File: config.mk
export PLATFORM = sky130hd
export DESIGN_NAME = wb_modport
export DESIGN_NICKNAME = d
export VERILOG_FILES = /design/src/rtl/wb_modport.sv
export SDC_FILE = /design/constraint.sdc
export NUM_CORES = 2
export LEC_CHECK = 0
export BUFFER_PORTS_ARGS = -buffer_cell sky130_fd_sc_hd__buf_2
export CAP_MARGIN = 0
export CORE_ASPECT_RATIO = 1.2
export CORE_UTILIZATION = 40
export CTS_CLUSTER_SIZE = 14
export DETAILED_ROUTE_END_ITERATION = 10
export GPL_TIMING_DRIVEN = 0
export PLACE_DENSITY_LB_ADDON = 0.05
export RECOVER_POWER = 25
export SYNTH_ARGS = -nofsm -noshare
export SYNTH_HDL_FRONTEND = slang
export SYNTH_SLANG_ARGS = --single-unit
File: constraint.sdc
create_clock -name clk -period 104.9 [get_ports clk]
set_input_delay 20.98 -clock clk [delete_from_list [all_inputs] [get_ports clk]]
set_output_delay 20.98 -clock clk [all_outputs]
set_load 0.005 [all_outputs]
File: src/rtl/wb_modport.sv
// -----------------------------------------------------------------------------
// wb_modport -- Wishbone B4 pipelined slave backed by a small register-file
// memory. Every word carries a TAG_W-bit data tag. Byte-lane writes, one
// transfer per cycle, single-cycle registered ack/err responses.
//
// Ports
//   clk            bus clock, rising edge
//   rst_i          asynchronous active-high reset
//   cyc, stb, we   bus cycle, transfer request, write enable
//   adr            byte address (ADR_W)
//   sel            byte lane enables for writes (SEL_W)
//   dat_i, tgd_i   write data and write data tag
//   tga, tgc, lock accepted, no effect
//   dat_o, tgd_o   read data and read data tag (held between reads)
//   ack, err       one-cycle response pulses, never both high
//   rty            constant 0
//   stall          pipeline stall (0 unless WB_STALL_INJECT_EN is defined)
//
// Build option
//   WB_STALL_INJECT_EN : adds a 2-bit counter that advances every clock while
//                        cyc=1; stall is raised whenever it reads 3.
// -----------------------------------------------------------------------------
module wb_modport #(
    parameter int ADR_W  = 32,
    parameter int DAT_W  = 64,
    parameter int TAG_W  = 1,
    parameter int MEM_AW = 4
) (
    input  logic                 clk,
    input  logic                 rst_i,
    input  logic                 cyc,
    input  logic                 stb,
    input  logic                 we,
    input  logic [ADR_W-1:0]     adr,
    input  logic [DAT_W/8-1:0]   sel,
    input  logic [DAT_W-1:0]     dat_i,
    input  logic [TAG_W-1:0]     tgd_i,
    input  logic [TAG_W-1:0]     tga,
    input  logic [TAG_W-1:0]     tgc,
    input  logic                 lock,
    output logic [DAT_W-1:0]     dat_o,
    output logic [TAG_W-1:0]     tgd_o,
    output logic                 ack,
    output logic                 err,
    output logic                 rty,
    output logic                 stall
);

    localparam int SEL_W = DAT_W / 8;
    localparam int B     = $clog2(SEL_W);
    localparam int DEPTH = 2 ** MEM_AW;

    logic [DAT_W-1:0] mem     [DEPTH];
    logic [TAG_W-1:0] tag_mem [DEPTH];

    logic [MEM_AW-1:0] word_idx;
    logic              in_range;
    logic              accept;
    logic              wr_hit;
    logic              rd_hit;
    logic [DAT_W-1:0]  lane_mask;
    logic              ack_reg;
    logic              err_reg;
    logic [DAT_W-1:0]  dat_reg;
    logic [TAG_W-1:0]  tgd_reg;

    // Sub-word address bits and the side-band tags have no function here.
    logic unused_inputs;
    assign unused_inputs = &{1'b0, tga, tgc, lock, adr[B-1:0]};

    assign word_idx = adr[B +: MEM_AW];
    assign in_range = ~|adr[ADR_W-1:B+MEM_AW];
    assign accept   = cyc && stb && !stall;
    assign wr_hit   = accept && we && in_range;
    assign rd_hit   = accept && !we && in_range;

    // Expand byte enables into a bit mask so a write is a single masked merge.
    genvar gi;
    generate
        for (gi = 0; gi < SEL_W; gi++) begin : g_lane
            assign lane_mask[gi*8 +: 8] = {8{sel[gi]}};
        end
    endgenerate

    // Storage: written at the accept edge, so a read accepted on the very next
    // edge already sees the new contents.
    always_ff @(posedge clk or posedge rst_i) begin
        if (rst_i) begin
            for (int w = 0; w < DEPTH; w++) begin
                mem[w]     <= '0;
                tag_mem[w] <= '0;
            end
        end else if (wr_hit) begin
            mem[word_idx] <= (mem[word_idx] & ~lane_mask) | (dat_i & lane_mask);
            if (|sel) begin
                tag_mem[word_idx] <= tgd_i;
            end
        end
    end

    // Response and read-data registers. Read data is captured at the accept
    // edge and held until the next in-range read.
    always_ff @(posedge clk or posedge rst_i) begin
        if (rst_i) begin
            ack_reg <= 1'b0;
            err_reg <= 1'b0;
            dat_reg <= '0;
            tgd_reg <= '0;
        end else begin
            ack_reg <= accept && in_range;
            err_reg <= accept && !in_range;
            if (rd_hit) begin
                dat_reg <= mem[word_idx];
                tgd_reg <= tag_mem[word_idx];
            end
        end
    end

    // A master that drops cyc in the response cycle has abandoned the cycle,
    // so the pending termination is masked rather than presented.
    assign ack   = ack_reg && cyc;
    assign err   = err_reg && cyc;
    assign dat_o = dat_reg;
    assign tgd_o = tgd_reg;
    assign rty   = 1'b0;

`ifdef WB_STALL_INJECT_EN
    logic [1:0] stall_cnt_reg;

    always_ff @(posedge clk or posedge rst_i) begin
        if (rst_i) begin
            stall_cnt_reg <= 2'd0;
        end else if (cyc) begin
            stall_cnt_reg <= stall_cnt_reg + 2'd1;
        end
    end

    assign stall = cyc && (stall_cnt_reg == 2'd3);
`else
    assign stall = 1'b0;
`endif

endmodule

# == After elaboration in Yosys (flattened, before gate mapping) ==
# Cells that the tools add are included.
# op_classes
add_sub_neg,0
mul,0
div,0
order_cmp,2
eq_ne,0
shifts,0
n_mux,12
n_bitwise,5
reduce_logical,15
# ops
op,n
$bwmux 1024,1
$bmux 64 s4,1
$demux 64 s4,1
$mux 64,3
$and 64x64->64,2
$not 64->64,1
$or 64x64->64,1
$reduce_or 25->1,1
$bwmux 16,1
$logic_and 1x1->1,10
$reduce_or 8->1,1
$ge 5x5->1 const B,1
$lt 5x1->1 const B,1
$not 4->5,1
$bmux 1 s4,1
$demux 1 s4,1
$mux 1,3
$logic_not 1->1,2
$reduce_and 2->1,1
# word_totals
register_bits,1107
latchBits,0
mem_bits_rw,0
mem_bits_ro,0
out_inout_bits,69
elab_cells,70
memories,0

# == Longest topological paths before layout ==
# logic_depth
word_depth,7
ltp_mapped,10

# == Worst setup path after synthesis ==
# No wires, ideal clock.
# synth_timing
path_kind,input to output
from,in cyc
to,out ack
arrival_ns,21.105
required_time_ns,83.920
setup_slack_ns,62.815
stages,1
path_buffers,0
cell_sequence,and2_1
# synth_via
elab_chain_cells,1
# synth_lines
item,line,rtl
from (decl),31,"input logic cyc,"
$logic_and 1x1->1,121,assign ack = ack_reg && cyc;
to (decl),43,"output logic ack,"
# Every way passes these cells.

# == Worst setup path in the final report ==
# layout_timing
from,in cyc
to,out err
# layout_via
elab_chain_cells,1
# layout_lines
item,line,rtl
$logic_and 1x1->1,122,assign err = err_reg && cyc;
to (decl),44,"output logic err,"
# Every way passes these cells.

==> flow_summary.ini <==
[status]
status = finished with violations
violations = capacitance limit, slew limit

[placement]
io_buffers = 171
gp_congestion = 0.825
placedCellCount = 5937
dp_hpwl_mm = 117

[logic_synthesis]
syn_avg_cell_area_sq_um = 12.3
syn_area_sq_um = 50300
seq_area_frac_synth_pct = 55.0
ys_seq_elements = 1107
synth_edf_count = 0
synth.distinct_cells = 39
async_reset_ff_share_pct = 100
synthCells = 4097
synthFlopType = dfrtp_1
yosys_warnings = 0

[worst_setup_path]
path_buf_inv = 2
crit_top_cell = buf_2
crit_required_ns = 83.92
rrSetupSlack_ns = 102.31
worstSetupEndpointType = output pin
slowest_stage = buf_2
worst_path_largest_cell_delay_ns = 0.15
crit_chain = buf_2, and2_1, buf_2
critPathTopFamily = buffers and inverters
critical_path_arrival_ns = 21.39
crit_fanout = 6
worstSetupStartpointType = input pin
setup.worst_path.class = in -> out

[clocking]
ctsResizeCount = 0
clk_latency_ns = 0.74
clockBufferDepth = 3
cts.sinks = 1107
cts_tree = yes
root_buffer = clkbuf_16
cts_hold_repair.buffers = 0
cts_htree_levels = 3
post_cts_buffers = 0
numCtsBuffers = 118
clk_pin_slew_worst_paths_ns = 0.06

[grt]
grt.total_usage_pct = 27.0
antenna_found_initial = 5
grt_max_degree = 115
grt_pass1_vias = 36339
grt_pass1_wl_mm = 253
overflow = 0

[route]
drc = 0
drt_pass1_iterations = 5
totalWireLength_mm = 171
drt_iter0_markers = 2431
vias_per_cell = 5.62
vias = 34638
postRouteAntennaNets = 0
wl_per_cell_um = 27.8

[timing]
relSlewSlack_pct = -337
setup-violations-final = 0
min_period_over_period_pct = 40.4
skew_ns = 0.0275
hold_viol_final = 0
tns_ns = 0
fin_hold_ws_ns = 0.472
rsz0062_at_grt = false
clock.fmax_mhz = 23.6
report.final.slew_viol_count = 652
worst_pin_slew_ns = 6.55
period_minus_slack_ns = 42.37

[cells_and_area]
finish.utilization_pct = 45.9
largest_reg_flops = 1024
layout_commonest_cell = dfrtp_1
top_register = mem
drive_above_1_share_pct = 32.7
areaGrowthSynthToFinish_pct = 13.9
final_cell_mix = dfrtp_1, mux2_2, nor2_1, a21oi_1, buf_2
final_cells = 6160
fin_nets = 4515

[floorplanning]
core-area_sq_um = 125000
row_count = 142
dieArea_sq_um = 127000
die_w_um = 326
start_util_pct = 40.3
io_pins = 182
die_h_um = 391

[pwr]
p_leak_uw = 0.0280
ir_drop_v = 0.0000115
power_density_nw_per_um2 = 15.8
p_total_uw = 905

[min_path]
min_path_type = reg -> reg

[job]
cap_violations = 7
-- final cells by class --
class	instances	area, sq um
Clock inverter	39	324
Buffer	311	1620
Fill cell	11704	67600
Sequential cell	1107	27700
Antenna cell	5	12.5
Multi-Input combinational cell	2679	21000
Tap cell	1656	2070
Inverter	1	5.00
Clock buffer	178	3510
Timing Repair Buffer	184	1030
-- cell usage after synthesis (17+ instances only) --
master    count  share of area, %
mux2i_1     141               2.8
buf_2       168               1.7
dfrtp_1    1107                55
o21a_1       58              0.87
o31ai_1     111               1.7
nor2_1      588               4.4
o22ai_1      58              0.72
clkbuf_1     72              0.54
a21oi_1     549               5.5
buf_6        17              0.38
mux2_2      709                16
a22o_1       58               1.0
a21oi_2      27              0.47
nand2_1     149               1.1
mux4_2      132               5.9
buf_1        23              0.17
buf_4        31              0.46
-- layer usage --
metal | global-route usage (%) | share of wire (%) | vias up | wire length (um)
met3 | 3.40 | 3.9 | 239 | 6670
li1 | - | - | 15349 | -
met2 | 45.2 | 49 | 711 | 84300
met4 | 9.76 | 3.2 | 0 | 5460
met5 | 0 | 0 | - | 0
met1 | 36.0 | 44 | 18339 | 74900
-- final timing paths --
path | startpoint | end | cells after the start
worst max-delay path | cyc | err | 3
worst min-delay path | dat_o[52] | dat_o[52] | 1
worst max register to register | mem[310] | mem[566] | 5
worst min register to register | dat_o[52] | dat_o[52] | 1
max in group asynchronous | rst_i | mem[897] | 4
min in group asynchronous | rst_i | mem[24] | 2
-- cells by family (layout without fill, tap and decap cells) --
group / after synthesis / after routing / synth area share [%]
flip-flops: 1107 / 1107 / 55.0
buffers and inverters: 312 / 713 / 3.23
AND/OR/NAND/NOR: 803 / 803 / 6.43
AO/OA/AOI/OAI: 892 / 892 / 10.7
other: 1 / 7 / 0.00745
multiplexers: 982 / 982 / 24.6
-- per-stage QoR --
step | setup slack (ns) | cell area (sq um)
global placement | 37.87 | 53300
CTS | 62.53 | 57400
detailed placement | 62.53 | 53600
finish | 62.53 | 57300
global route | 62.52 | 57300
floorplan | 52.75 | 50300
-- power breakdown --
part | internal, uW | total [uW] | leakage, uW | switching, uW
Sequential | 427 | 427 | 0.0155 | 0.00378
Clock | 239 | 420 | 0.00192 | 181
Combinational | 14.0 | 57.1 | 0.0106 | 43.1
Total | 680 | 905 | 0.0280 | 224
No activity file was read; power rests on OpenSTA's default activity.
